## src/rtl/alu_cmd_issuer_if.sv

```systemverilog
// Command/result bus between an upstream producer, the ALU command issuer and a result consumer.
// valid/ready: a transfer happens on a rising clk edge where valid && ready; the sender holds its payload until then.
interface alu_cmd_issuer_if #(
  parameter int WIDTH = 4
);
  logic             in_valid;
  logic             in_ready;
  logic [WIDTH-1:0] in_a;
  logic [WIDTH-1:0] in_b;
  logic [1:0]       in_op;
  logic             in_acc;
  logic             out_valid;
  logic             out_ready;
  logic [WIDTH-1:0] out_data;

  modport master (
    output in_valid, in_a, in_b, in_op, in_acc, out_ready,
    input  in_ready, out_valid, out_data
  );

  modport slave (
    input  in_valid, in_a, in_b, in_op, in_acc, out_ready,
    output in_ready, out_valid, out_data
  );
endinterface

```

## src/rtl/alu_cmd_issuer.sv

```systemverilog
// Command FIFO feeding a combinational 4-op ALU, with a registered result stage and a
// chaining accumulator that a command may substitute for operand A.
module alu_cmd_issuer #(
    parameter int WIDTH = 4,
    parameter int DEPTH = 4,
    localparam int AW = $clog2(DEPTH),
    localparam int CW = AW + 1
) (
    input  logic             clk,
    input  logic             reset,
    alu_cmd_issuer_if.slave  bus,
    input  logic             clr_acc,
    output logic [WIDTH-1:0] alu_a,
    output logic [WIDTH-1:0] alu_b,
    output logic [1:0]       alu_op,
    input  logic [WIDTH-1:0] alu_ans,
    output logic [WIDTH-1:0] acc,
    output logic [CW-1:0]    count,
    output logic [1:0]       dbg_state
);

    typedef enum logic [1:0] {
        IDLE    = 2'd0,
        BUSY    = 2'd1,
        BLOCKED = 2'd2
    } state_t;

    typedef struct packed {
        logic [WIDTH-1:0] a;
        logic [WIDTH-1:0] b;
        logic [1:0]       op;
        logic             use_acc;
    } cmd_t;

    localparam logic [CW-1:0] FULL = CW'(DEPTH);

    cmd_t             mem_q [DEPTH];
    cmd_t             mem_d [DEPTH];
    logic [AW-1:0]    wr_ptr_q, wr_ptr_d;
    logic [AW-1:0]    rd_ptr_q, rd_ptr_d;
    logic [CW-1:0]    count_q, count_d;
    logic             out_valid_q, out_valid_d;
    logic [WIDTH-1:0] out_data_q, out_data_d;
    logic [WIDTH-1:0] acc_q, acc_d;
    state_t           state_q, state_d;

    cmd_t head;
    logic empty;
    logic push;
    logic pop;

    assign head  = mem_q[rd_ptr_q];
    assign empty = (count_q == '0);
    // No full-bypass: a pop in the same cycle does not reopen a full FIFO.
    assign bus.in_ready = (count_q != FULL);
    assign push  = bus.in_valid && bus.in_ready;
    assign pop   = !empty && (!out_valid_q || bus.out_ready);

    assign alu_a  = empty ? '0 : (head.use_acc ? acc_q : head.a);
    assign alu_b  = empty ? '0 : head.b;
    assign alu_op = empty ? 2'b00 : head.op;

    assign bus.out_valid = out_valid_q;
    assign bus.out_data  = out_data_q;
    assign acc           = acc_q;
    assign count         = count_q;
    assign dbg_state     = state_q;

    always_comb begin
        mem_d    = mem_q;
        wr_ptr_d = wr_ptr_q;
        rd_ptr_d = rd_ptr_q;
        if (push) begin
            mem_d[wr_ptr_q] = '{a: bus.in_a, b: bus.in_b, op: bus.in_op, use_acc: bus.in_acc};
            wr_ptr_d        = wr_ptr_q + 1'b1;
        end
        if (pop) begin
            rd_ptr_d = rd_ptr_q + 1'b1;
        end
        count_d = count_q + {{AW{1'b0}}, push} - {{AW{1'b0}}, pop};
    end

    always_comb begin
        out_valid_d = out_valid_q;
        out_data_d  = out_data_q;
        acc_d       = acc_q;
        if (pop) begin
            out_valid_d = 1'b1;
            out_data_d  = alu_ans;
            acc_d       = alu_ans;
        end else if (out_valid_q && bus.out_ready) begin
            out_valid_d = 1'b0;
        end
        // The head already computed with the old acc; the clear only affects later commands.
        if (clr_acc) begin
            acc_d = '0;
        end
    end

    always_comb begin
        state_d = state_q;
        unique case (state_q)
            IDLE: begin
                if (pop) state_d = BUSY;
            end
            BUSY: begin
                if (out_valid_q && !bus.out_ready && !empty) state_d = BLOCKED;
                else if (!out_valid_d && count_d == '0)       state_d = IDLE;
            end
            BLOCKED: begin
                if (bus.out_ready) state_d = BUSY;
            end
            default: state_d = IDLE;
        endcase
    end

    always_ff @(posedge clk or posedge reset) begin
        if (reset) begin
            for (int i = 0; i < DEPTH; i++) mem_q[i] <= '0;
            wr_ptr_q    <= '0;
            rd_ptr_q    <= '0;
            count_q     <= '0;
            out_valid_q <= 1'b0;
            out_data_q  <= '0;
            acc_q       <= '0;
            state_q     <= IDLE;
        end else begin
            mem_q       <= mem_d;
            wr_ptr_q    <= wr_ptr_d;
            rd_ptr_q    <= rd_ptr_d;
            count_q     <= count_d;
            out_valid_q <= out_valid_d;
            out_data_q  <= out_data_d;
            acc_q       <= acc_d;
            state_q     <= state_d;
        end
    end

endmodule
```

## src/flat_wrapper.sv

```systemverilog
// flat-port wrapper written by rule: the top's interface ports become plain ports
module alu_cmd_issuer_flat 
#(
    parameter int WIDTH = 4,
    parameter int DEPTH = 4,
    localparam int AW = $clog2(DEPTH),
    localparam int CW = AW + 1
)
  (clk, reset, clr_acc, alu_a, alu_b, alu_op, alu_ans, acc, count, dbg_state, bus_in_valid, bus_in_a, bus_in_b, bus_in_op, bus_in_acc, bus_out_ready, bus_in_ready, bus_out_valid, bus_out_data);
  alu_cmd_issuer_if #(.WIDTH(WIDTH)) bus_i ();
  input  logic clk;
  input  logic reset;
  input  logic clr_acc;
  output logic [WIDTH-1:0] alu_a;
  output logic [WIDTH-1:0] alu_b;
  output logic [1:0] alu_op;
  input  logic [WIDTH-1:0] alu_ans;
  output logic [WIDTH-1:0] acc;
  output logic [CW-1:0] count;
  output logic [1:0] dbg_state;
  input wire logic [$bits(bus_i.in_valid)-1:0] bus_in_valid;
  input wire logic [$bits(bus_i.in_a)-1:0] bus_in_a;
  input wire logic [$bits(bus_i.in_b)-1:0] bus_in_b;
  input wire logic [$bits(bus_i.in_op)-1:0] bus_in_op;
  input wire logic [$bits(bus_i.in_acc)-1:0] bus_in_acc;
  input wire logic [$bits(bus_i.out_ready)-1:0] bus_out_ready;
  output wire logic [$bits(bus_i.in_ready)-1:0] bus_in_ready;
  output wire logic [$bits(bus_i.out_valid)-1:0] bus_out_valid;
  output wire logic [$bits(bus_i.out_data)-1:0] bus_out_data;
  assign bus_i.in_valid = bus_in_valid;
  assign bus_i.in_a = bus_in_a;
  assign bus_i.in_b = bus_in_b;
  assign bus_i.in_op = bus_in_op;
  assign bus_i.in_acc = bus_in_acc;
  assign bus_i.out_ready = bus_out_ready;
  assign bus_in_ready = bus_i.in_ready;
  assign bus_out_valid = bus_i.out_valid;
  assign bus_out_data = bus_i.out_data;
  alu_cmd_issuer #(.WIDTH(WIDTH), .DEPTH(DEPTH)) u_core (.clk(clk), .reset(reset), .bus(bus_i), .clr_acc(clr_acc), .alu_a(alu_a), .alu_b(alu_b), .alu_op(alu_op), .alu_ans(alu_ans), .acc(acc), .count(count), .dbg_state(dbg_state));
endmodule
```

## config.mk

```make
export PLATFORM = sky130hd
export DESIGN_NAME = alu_cmd_issuer_flat
export DESIGN_NICKNAME = d
export VERILOG_FILES = /design/src/rtl/alu_cmd_issuer_if.sv /design/src/rtl/alu_cmd_issuer.sv /design/src/flat_wrapper.sv
export SDC_FILE = /design/constraint.sdc
export NUM_CORES = 1
export LEC_CHECK = 0
export ABC_AREA = 0
export CAP_MARGIN = 30
export CORE_UTILIZATION = 50
export CTS_CLUSTER_DIAMETER = 150
export DETAILED_ROUTE_END_ITERATION = 6
export PLACE_DENSITY = 0.77
export SLEW_MARGIN = 20
export SYNTH_ARGS = -nofsm -noshare
export SYNTH_HDL_FRONTEND = slang
export SYNTH_SLANG_ARGS = --single-unit
```

## constraint.sdc

```tcl
create_clock -name clk -period 3.83 [get_ports clk]
set_input_delay 0.766 -clock clk [delete_from_list [all_inputs] [get_ports clk]]
set_output_delay 0.766 -clock clk [all_outputs]
set_load 0.03 [all_outputs]
```

==> results of run 1 <==
[synthesized netlist by cell type (2+ instances only)]
library cell  instances  area share, %
nor2_1                5           0.60
dfrtp_1              62             50
xnor2_1               4            1.1
a21oi_1               5           0.80
inv_1                 9            1.1
nand3_1               5           0.80
and2_1                6            1.2
mux2i_1               5            1.6
mux2_2                5            1.8
nand3_4               4            2.2
o21ai_0               9            1.4
nand2_1               6           0.72
nand2b_1              2           0.40
mux2_4               40             19
buf_12                4            2.6
buf_2                 2           0.32
mux4_2               11            7.9
ha_1                  6            2.4
[layer usage]
metal / GRT usage (%) / up-vias / share of wire [%]
li1: - / 832 / -
met1: 27.4 / 936 / 47
met2: 31.3 / 31 / 48
met3: 4.61 / 10 / 3.0
met4: 10.2 / 0 / 2.2
met5: 0 / - / 0
[flip-flops by register name, indices dropped and copies added (netlist names)]
register / flops
u_core.mem_q: 44
u_core.dbg_state: 2
u_core.bus.out_valid: 1
u_core.wr_ptr_q: 2
u_core.bus.out_data: 4
u_core.acc: 4
u_core.count: 3
u_core.rd_ptr_q: 2
[power breakdown]
| part | switching [mW] | internal [mW] |
|---|---|---|
| logic | 0.891 | 1.10 |
| registers | 0.236 | 0.976 |
| clock network | 0.263 | 0.419 |
| total | 1.39 | 2.50 |
[worst register-to-register path: stages (launching register included)]
cell	delay (ns)
dfrtp_1	0.45
nor3_1	0.19
buf_4	0.22
nor2_1	0.10
ha_1	0.27
inv_1	0.05
ha_1	0.13
inv_1	0.06
fa_1	0.52
or4bb_1	0.49
a211o_1	0.29
o211a_1	0.10
[metrics by stage]
step / setup WS (ns) / hold slack, ns / instance area, µm² / utilization [%]
after floorplan: 0.720 / 0.474 / 3120 / -
after global placement: 0.300 / 0.486 / 3590 / 60.3
after detailed placement: 0.242 / 0.489 / 3590 / 60.3
after CTS: 0.542 / 0.509 / 3820 / 64.2
after global routing: 0.386 / 0.529 / 3820 / 64.2
final: 0.570 / 0.506 / 3820 / 64.2
[cell families after synthesis]
logic type | Yosys count | share of synthesized area, %
AOI/OAI and AO/OA | 16 | 2.84
xor gates and xnor gates | 5 | 1.40
adders and majority gates | 7 | 3.04
buffers and inverters | 18 | 4.69
DFF | 62 | 49.7
muxes | 61 | 30.6
and+or+nand+nor | 35 | 7.77
[worst min-delay path by stage]
stage,from,end,slack [ns],depth (start not counted)
finish,u_core.mem_q[34],u_core.mem_q[34],0.51,1
global route,u_core.mem_q[42],u_core.mem_q[42],0.53,1
CTS,u_core.mem_q[25],u_core.mem_q[25],0.51,1
detailed placement,u_core.mem_q[25],u_core.mem_q[25],0.49,1
global placement,u_core.mem_q[34],u_core.mem_q[34],0.49,1
floorplan,u_core.mem_q[11],u_core.mem_q[11],0.47,1
[final cells by class]
class	count	area share [%]
tap	75	2.45
inverter	9	0.884
clock buffer	13	4.42
timing repair buffer	50	12.7
clock inverter	3	1.70
multi-input combinational	124	37.3
sequential	62	40.6
==> qor.yml, run 1 <==
critical_path:
  cpMaxStageDelayCell: "clkdlybuf4s50_1"
  endpoint_kind: "output port"
  timing.rr.start: "u_core.count[1]"
  setup.worst_path.end: "alu_a[1]"
  critical-path-max-stage-delay_ns: 0.59
  critPathLaunch: "u_core.rd_ptr_q[0]"
  cp_top_family: "buffers and inverters"
  reg2regPathDepth: 11
  cp.depth: 5
  crit_fanout: 7
  path_cells: "buf_4 > mux4_2 > mux2i_1 > nor2_1 > clkdlybuf4s50_1"
  worstPathArrival_ns: 2.49
  rr_endpoint: "u_core.dbg_state[0]"
  cp_num_buf_inv: 2
  rrSetupSlack_ns: 0.86
  startpoint_type: "register"
  critPathKind: "register to output port"
  cp.required_ns: 3.06
synth:
  ys_seq_area_share_pct: 49.7
  synth_warnings: 0
  ys_async_sr_fraction_pct: 100
  syn_avg_cell_area_um2: 15.3
  synth.ff_latch_count: 62
  synth_ff_type: "dfrtp_1"
  synth-edff-count: 0
  synth_cell_type_count: 32
  synthCells: 204
  syn_nets: 231
  syn_area_um2: 3120
sta:
  min_period_ns: 3.26
  rsz0062_at_grt: "no"
  finalCritPeriodShare_pct: 85.1
  fin_tns_setup_ns: 0
  final-setup-viol-count: 0
  slew_headroom_pct: 48.0
  skew_ns: 0.00925
  fmax_mhz: 307
  finalHoldViolations: 0
  worst_slew_pin_slew_ns: 0.780
  drv_slew: 0
floorplan:
  die_w_um: 81.0
  rows: 28
  die-area_um2: 6570
  fp.dieH_um: 81.0
  initial_core_util_pct: 52.4
  ios: 45
  coreArea_um2: 5960
finish:
  most-common-layout-cells: "62 x dfrtp_1, 44 x clkdlybuf4s50_1, 40 x mux2_4"
  multi_input_area_um2: 1430
  layout.nets: 283
  final_layout_size_suffix_gt1_share_pct: 31.8
  diodes: 0
  ff_latch_area_um2: 1550
  final_common_cell: "dfrtp_1"
  fin_cells: 336
  syn_to_final_growth_pct: 22.4
  n_fill_cell: 443
cts:
  cts_resized: 0
  clk_latency_ns: 0.35
  cts_root_buf: "clkbuf_8"
  cts_tree: "built"
  cts.sinks: 62
  cts_max_level: 3
  numCtsBuffers: 9
  cts_setup_buffers: 0
  cts.clk_slew.worst_paths_ns: 0.07
  cts_buffer_depth: 2
  hold_buffers: 0
routing:
  routed_via_density: 5.38
  first_pass_iters: 4
  drcViolationCount: 0
  wl_per_cell_um: 17.7
  antenna_left: 0
  drtIter0Drc: 100
  wirelength_um: 5940
  vias: 1809
placed_design:
  gp_congestion: 0.779
  port-buffer-count: 44
  dp_cells: 320
  dp_hpwl_um: 3800
global_routing:
  grt_pass1_vias: 1903
  antenna_found_initial: 0
  grtUsageTotal_pct: 20.5
  grt_max_degree: 63
  grt_pass1_wl_um: 9670
  grt_overflow: 0
pwr:
  max-vdd-ir-drop_mv: 0.504
  leakage_nw: 1.77
  total_power_mw: 3.89
  powerDensity_nw_per_um2: 1020
run:
  maxCapViolCount: 0
hold_path:
  hold_path.class: "register to register"
run_status:
  status: "finished, final reports clean"
Power figures use the tool's default switching activity.
==> inputs of run 2 (changes only) <==
--- a/config.mk
+++ b/config.mk
@@ -11,7 +11,7 @@
 export CTS_CLUSTER_DIAMETER = 150
 export DETAILED_ROUTE_END_ITERATION = 6
 export PLACE_DENSITY = 0.77
-export SLEW_MARGIN = 20
+export SETUP_SLACK_MARGIN = 0.5
 export SYNTH_ARGS = -nofsm -noshare
 export SYNTH_HDL_FRONTEND = slang
 export SYNTH_SLANG_ARGS = --single-unit
==> run 2 against run 1 <==
Sequential cell count did not move. Sequential share of layout area barely moved. Critical endpoint is now alu_op[0]. Via count about the same. Global-route usage stayed put. Setup slack improved by 0.025 ns.
==> qor.yml, run 2 (same netlist as run 1, synthesis figures left out) <==
global_routing:
  grtUsageTotal_pct: 20.5
  grt_pass1_vias: 1903
  grt_overflow: 0
  antenna_found_initial: 0
  grt_max_degree: 63
  grt_pass1_wl_um: 9670
critical_path:
  cp.required_ns: 3.06
  worstPathArrival_ns: 2.47
  crit_fanout: 9
  startpoint_type: "register"
  critPathKind: "register to output port"
  endpoint_kind: "output port"
routing:
  routed_via_density: 5.38
  drtIter0Drc: 103
  wl_per_cell_um: 17.6
  first_pass_iters: 4
  antenna_left: 0
  drcViolationCount: 0
  vias: 1808
  wirelength_um: 5930
run_status:
  status: "finished, final reports clean"
placed_design:
  dp_hpwl_um: 3800
  gp_congestion: 0.779
  port-buffer-count: 44
cts:
  cts_setup_buffers: 0
  cts.clk_slew.worst_paths_ns: 0.07
  cts_buffer_depth: 2
  numCtsBuffers: 9
  cts_root_buf: "clkbuf_8"
  cts.sinks: 62
  cts_tree: "built"
  clk_latency_ns: 0.35
  cts_max_level: 3
pwr:
  max-vdd-ir-drop_mv: 0.504
  leakage_nw: 1.77
  powerDensity_nw_per_um2: 1020
finish:
  diodes: 0
  n_fill_cell: 444
  final_common_cell: "dfrtp_1"
  top_register: "u_core.mem_q"
  ff_latch_area_um2: 1550
  final_util_pct: 64.3
  most-common-layout-cells: "61 x dfrtp_1, 44 x clkdlybuf4s50_1, 40 x mux2_4"
  syn_to_final_growth_pct: 22.6
  layout.nets: 283
  largest_register_ff_count: 44
  final_layout_size_suffix_gt1_share_pct: 33.0
  multi_input_area_um2: 1430
sta:
  finalCritPeriodShare_pct: 84.5
  worst_slew_pin_slew_ns: 0.778
  fmax_mhz: 309
  fin_tns_setup_ns: 0
  rsz0062_at_grt: "yes"
  drv_slew: 0
  skew_ns: 0.00862
  slew_headroom_pct: 48.2
  finalHoldViolations: 0
  final-setup-viol-count: 0
  min_period_ns: 3.24
hold_path:
  hold_path.class: "register to register"
floorplan:
  die-area_um2: 6570
  initial_core_util_pct: 52.4
  coreArea_um2: 5960
  die_w_um: 81.0
  rows: 28
  ios: 45
  fp.dieH_um: 81.0
run:
  maxCapViolCount: 0
run 2: per-stage QoR:
| stage | hold WS, ns | worst slack (ns) | cell area, µm² | total power, mW | std cells |
|---|---|---|---|---|---|
| 5_1_grt | 0.529 | 0.461 | 3830 | 4.10 | 336 |
| 3_3_place_gp | 0.486 | 0.300 | 3590 | 3.18 | 320 |
| 2_1_floorplan | 0.474 | 0.720 | 3120 | 2.68 | 204 |
| 3_5_place_dp | 0.489 | 0.242 | 3590 | 3.22 | 320 |
| 6_report | 0.506 | 0.595 | 3830 | 3.89 | 336 |
| 4_1_cts | 0.509 | 0.542 | 3820 | 3.91 | 336 |
run 2: repair_timing:
| action | 4_1_cts | 5_1_grt |
|---|---|---|
| hold endpoints to repair | 0 | 0 |
| gates resized for setup | 0 | 3 |
| hold buffers | 0 | 0 |
| setup endpoints to repair | 0 | 5 |
run 2: final cells by class:
class,count,area share (%)
clock buffers,13,4.41
inverters,9,0.882
clock inverters,3,1.70
multi-input cells,124,37.3
flip-flops and latches,62,40.5
repair buffers,50,12.7
well taps,75,2.45
run 2: worst paths after layout:
check	from	end	slack (ns)	cells past startpoint
setup / recovery	u_core.rd_ptr_q[1]	alu_op[0]	0.59	4
hold / removal	u_core.mem_q[34]	u_core.mem_q[34]	0.51	1
setup reg to reg	u_core.count[1]	u_core.dbg_state[0]	0.88	11
hold reg to reg	u_core.mem_q[34]	u_core.mem_q[34]	0.51	1
max in group asynchronous	reset	u_core.rd_ptr_q[0]	2.31	3
min in group asynchronous	reset	u_core.bus.out_data[3]	0.96	3
run 2: worst max-delay path, stage by stage, from the launching register on:
cell             delay (ns)
dfrtp_1                0.62
buf_4                  0.24
mux4_2                 0.48
and2_1                 0.18
clkdlybuf4s50_1        0.59
run 2: per-layer routing:
layer  up-vias  GRT usage (%)  share of wire (%)
met5         -              0                  0
li1        832              -                  -
met1       934           27.4                 47
met2        31           31.3                 48
met4         0           10.2                2.2
met3        11           4.61                2.9
run 2: where the power goes:
part | switching [mW] | leakage [nW] | internal [mW] | total (mW)
clock | 0.259 | 0.120 | 0.419 | 0.678
sequential | 0.237 | 0.739 | 0.978 | 1.22
combinational | 0.892 | 0.916 | 1.10 | 2.00
==> inputs of run 3 (changes only) <==
==> constraint.sdc (replaced) <==
create_clock -name clk -period 3.1 [get_ports clk]
set_input_delay 0.62 -clock clk [delete_from_list [all_inputs] [get_ports clk]]
set_output_delay 0.62 -clock clk [all_outputs]
set_load 0.03 [all_outputs]
==> run 3 against run 2 <==
Clock power up 17%. Final cell count up 4.8%. Die area unchanged. Core utilization up 1.8 points. Clock skew up 0.0094 ns. Setup slack worse by 0.14 ns. Largest cell class unchanged.
==> qor.yml, run 3 (same netlist as run 1, synthesis figures left out) <==
sta:
  fin_ws_ns: 0.459
  drv_slew: 0
  worst_slew_pin_slew_ns: 0.777
  min_period_ns: 2.64
  finalHoldViolations: 0
  fmax_mhz: 379
  finalCritPeriodShare_pct: 85.2
  rsz0062_at_grt: "yes"
  slew_headroom_pct: 48.2
  final-setup-viol-count: 0
  whs_ns: 0.507
  skew_ns: 0.0180
finish:
  n_fill_cell: 432
  final_util_pct: 66.1
  final_layout_size_suffix_gt1_share_pct: 41.9
  fin_area_um2: 3940
  most-common-layout-cells: "57 x dfrtp_1, 40 x mux2_4, 32 x clkdlybuf4s50_1"
  final_common_cell: "dfrtp_1"
  syn_to_final_growth_pct: 26.1
  layout.nets: 299
  diodes: 0
  largest_register_ff_count: 44
  top_register: "u_core.mem_q"
global_routing:
  grt-busiest-layer: "met2"
  grt_use_met1_pct: 28.1
  antenna_found_initial: 0
  grt_pass1_wl_um: 10100
  grt_use_met2_pct: 33.8
  grt_max_degree: 63
  grtUsageTotal_pct: 21.5
  grt_pass1_vias: 1917
  grt_overflow: 0
  grt_util_met3_pct: 6.63
pwr:
  max-vdd-ir-drop_mv: 0.520
  total_power_mw: 4.83
  p_clk_share_pct: 16.5
  seqPwrFrac_pct: 30.7
  leakage_nw: 1.86
  power.switching_mw: 1.79
  switching_share_pct: 37.1
  combPwrFrac_pct: 52.8
  p_int_mw: 3.04
  powerDensity_nw_per_um2: 1230
run:
  maxCapViolCount: 0
placed_design:
  port-buffer-count: 44
  gp_congestion: 0.727
  placed_cell_area_um2: 3660
  dp_hpwl_um: 3890
  dp_slack_ns: -0.103
cts:
  cts_root_buf: "clkbuf_8"
  hold_buffers: 0
  cts.sinks: 62
  cts_buffer_depth: 2
  clk_latency_ns: 0.36
  cts.clk_slew.worst_paths_ns: 0.07
  cts_tree: "built"
  cts_max_level: 3
  numCtsBuffers: 9
critical_path:
  critPathKind: "register to register"
  cp.required_ns: 3.33
  crit_fanout: 4
  startpoint_type: "register"
  endpoint_kind: "register"
  reg2regPathDepth: 10
  worstPathArrival_ns: 2.87
routing:
  routed_via_density: 5.40
  drcViolationCount: 0
  vias: 1901
  antenna_left: 0
  wl_per_cell_um: 17.4
  first_pass_iters: 5
  drtIter0Drc: 90
  wirelength_um: 6140
floorplan:
  die_w_um: 81.0
  ios: 45
  fp.dieH_um: 81.0
  coreArea_um2: 5960
  rows: 28
  initial_core_util_pct: 52.4
  die-area_um2: 6570
hold_path:
  hold_path.class: "register to register"
  whs_path_depth: 1
run_status:
  status: "finished, final reports clean"
## run 3: cell types whose count changed in the layout (fill, tap and decap cells not counted), moves of 2 or more
cell / before / now
dfrtp_1: 61 / 57
buf_4: 6 / 21
clkbuf_2: 0 / 5
dlygate4sd2_1: 0 / 2
clkdlybuf4s15_1: 0 / 3
dfrtp_2: 1 / 5
clkdlybuf4s50_1: 44 / 32
clkbuf_8: 12 / 9
clkinv_4: 0 / 3
## run 3: final timing paths
check	from	endpoint	slack, ns
worst min-delay path	u_core.mem_q[1]	u_core.mem_q[1]	0.51
max in group asynchronous	reset	u_core.bus.out_valid	1.72
min in group asynchronous	reset	u_core.dbg_state[1]	0.81
worst max register to register	u_core.count[0]	u_core.dbg_state[0]	0.46
worst min register to register	u_core.mem_q[1]	u_core.mem_q[1]	0.51
worst max-delay path	u_core.count[0]	u_core.dbg_state[0]	0.46
## run 3: layout make-up
| class | instances | area [µm²] | area share, % |
|---|---|---|---|
| Sequential cell | 62 | 1560 | 39.5 |
| Multi-Input combinational cell | 124 | 1450 | 36.9 |
| Timing Repair Buffer | 66 | 578 | 14.7 |
| Clock buffer | 9 | 124 | 3.14 |
| Clock inverter | 7 | 98.8 | 2.51 |
| Tap cell | 75 | 93.8 | 2.38 |
| Inverter | 9 | 33.8 | 0.858 |
## run 3: worst max-delay path, cell delays in order (launching register included)
cell	delay, ns
dfrtp_2	0.44
nor3_4	0.24
nor2_2	0.06
ha_1	0.26
inv_1	0.06
ha_1	0.13
inv_1	0.05
fa_2	0.54
or4bb_1	0.39
a211o_1	0.26
o211a_1	0.10
## run 3: power by group through the flow
stage               Clock [mW]  Sequential, mW  Combinational, mW
floorplan                    0            1.55               1.78
global placement             0            1.48               2.52
detailed placement           0            1.50               2.56
CTS                      0.806            1.47               2.56
global route             0.846            1.53               2.74
finish                   0.796            1.48               2.55
## run 3: through the flow
step           setup TNS (ns)  instances
6_report                    0        352
5_1_grt                     0        352
4_1_cts                     0        349
3_5_place_dp           -0.103        326
3_3_place_gp          -0.0906        326
2_1_floorplan               0        204
## run 3: metal layers
metal / wire length, µm / part of all wire, %
met1: 2830 / 46
met2: 3030 / 49
met3: 167 / 2.7
met4: 118 / 1.9
met5: 0 / 0
## run 3: repair_timing
action                     CTS  global route
setup endpoints to repair   12            11
pin swaps                    1             1
setup buffers                7             3
gates resized for setup     19            15
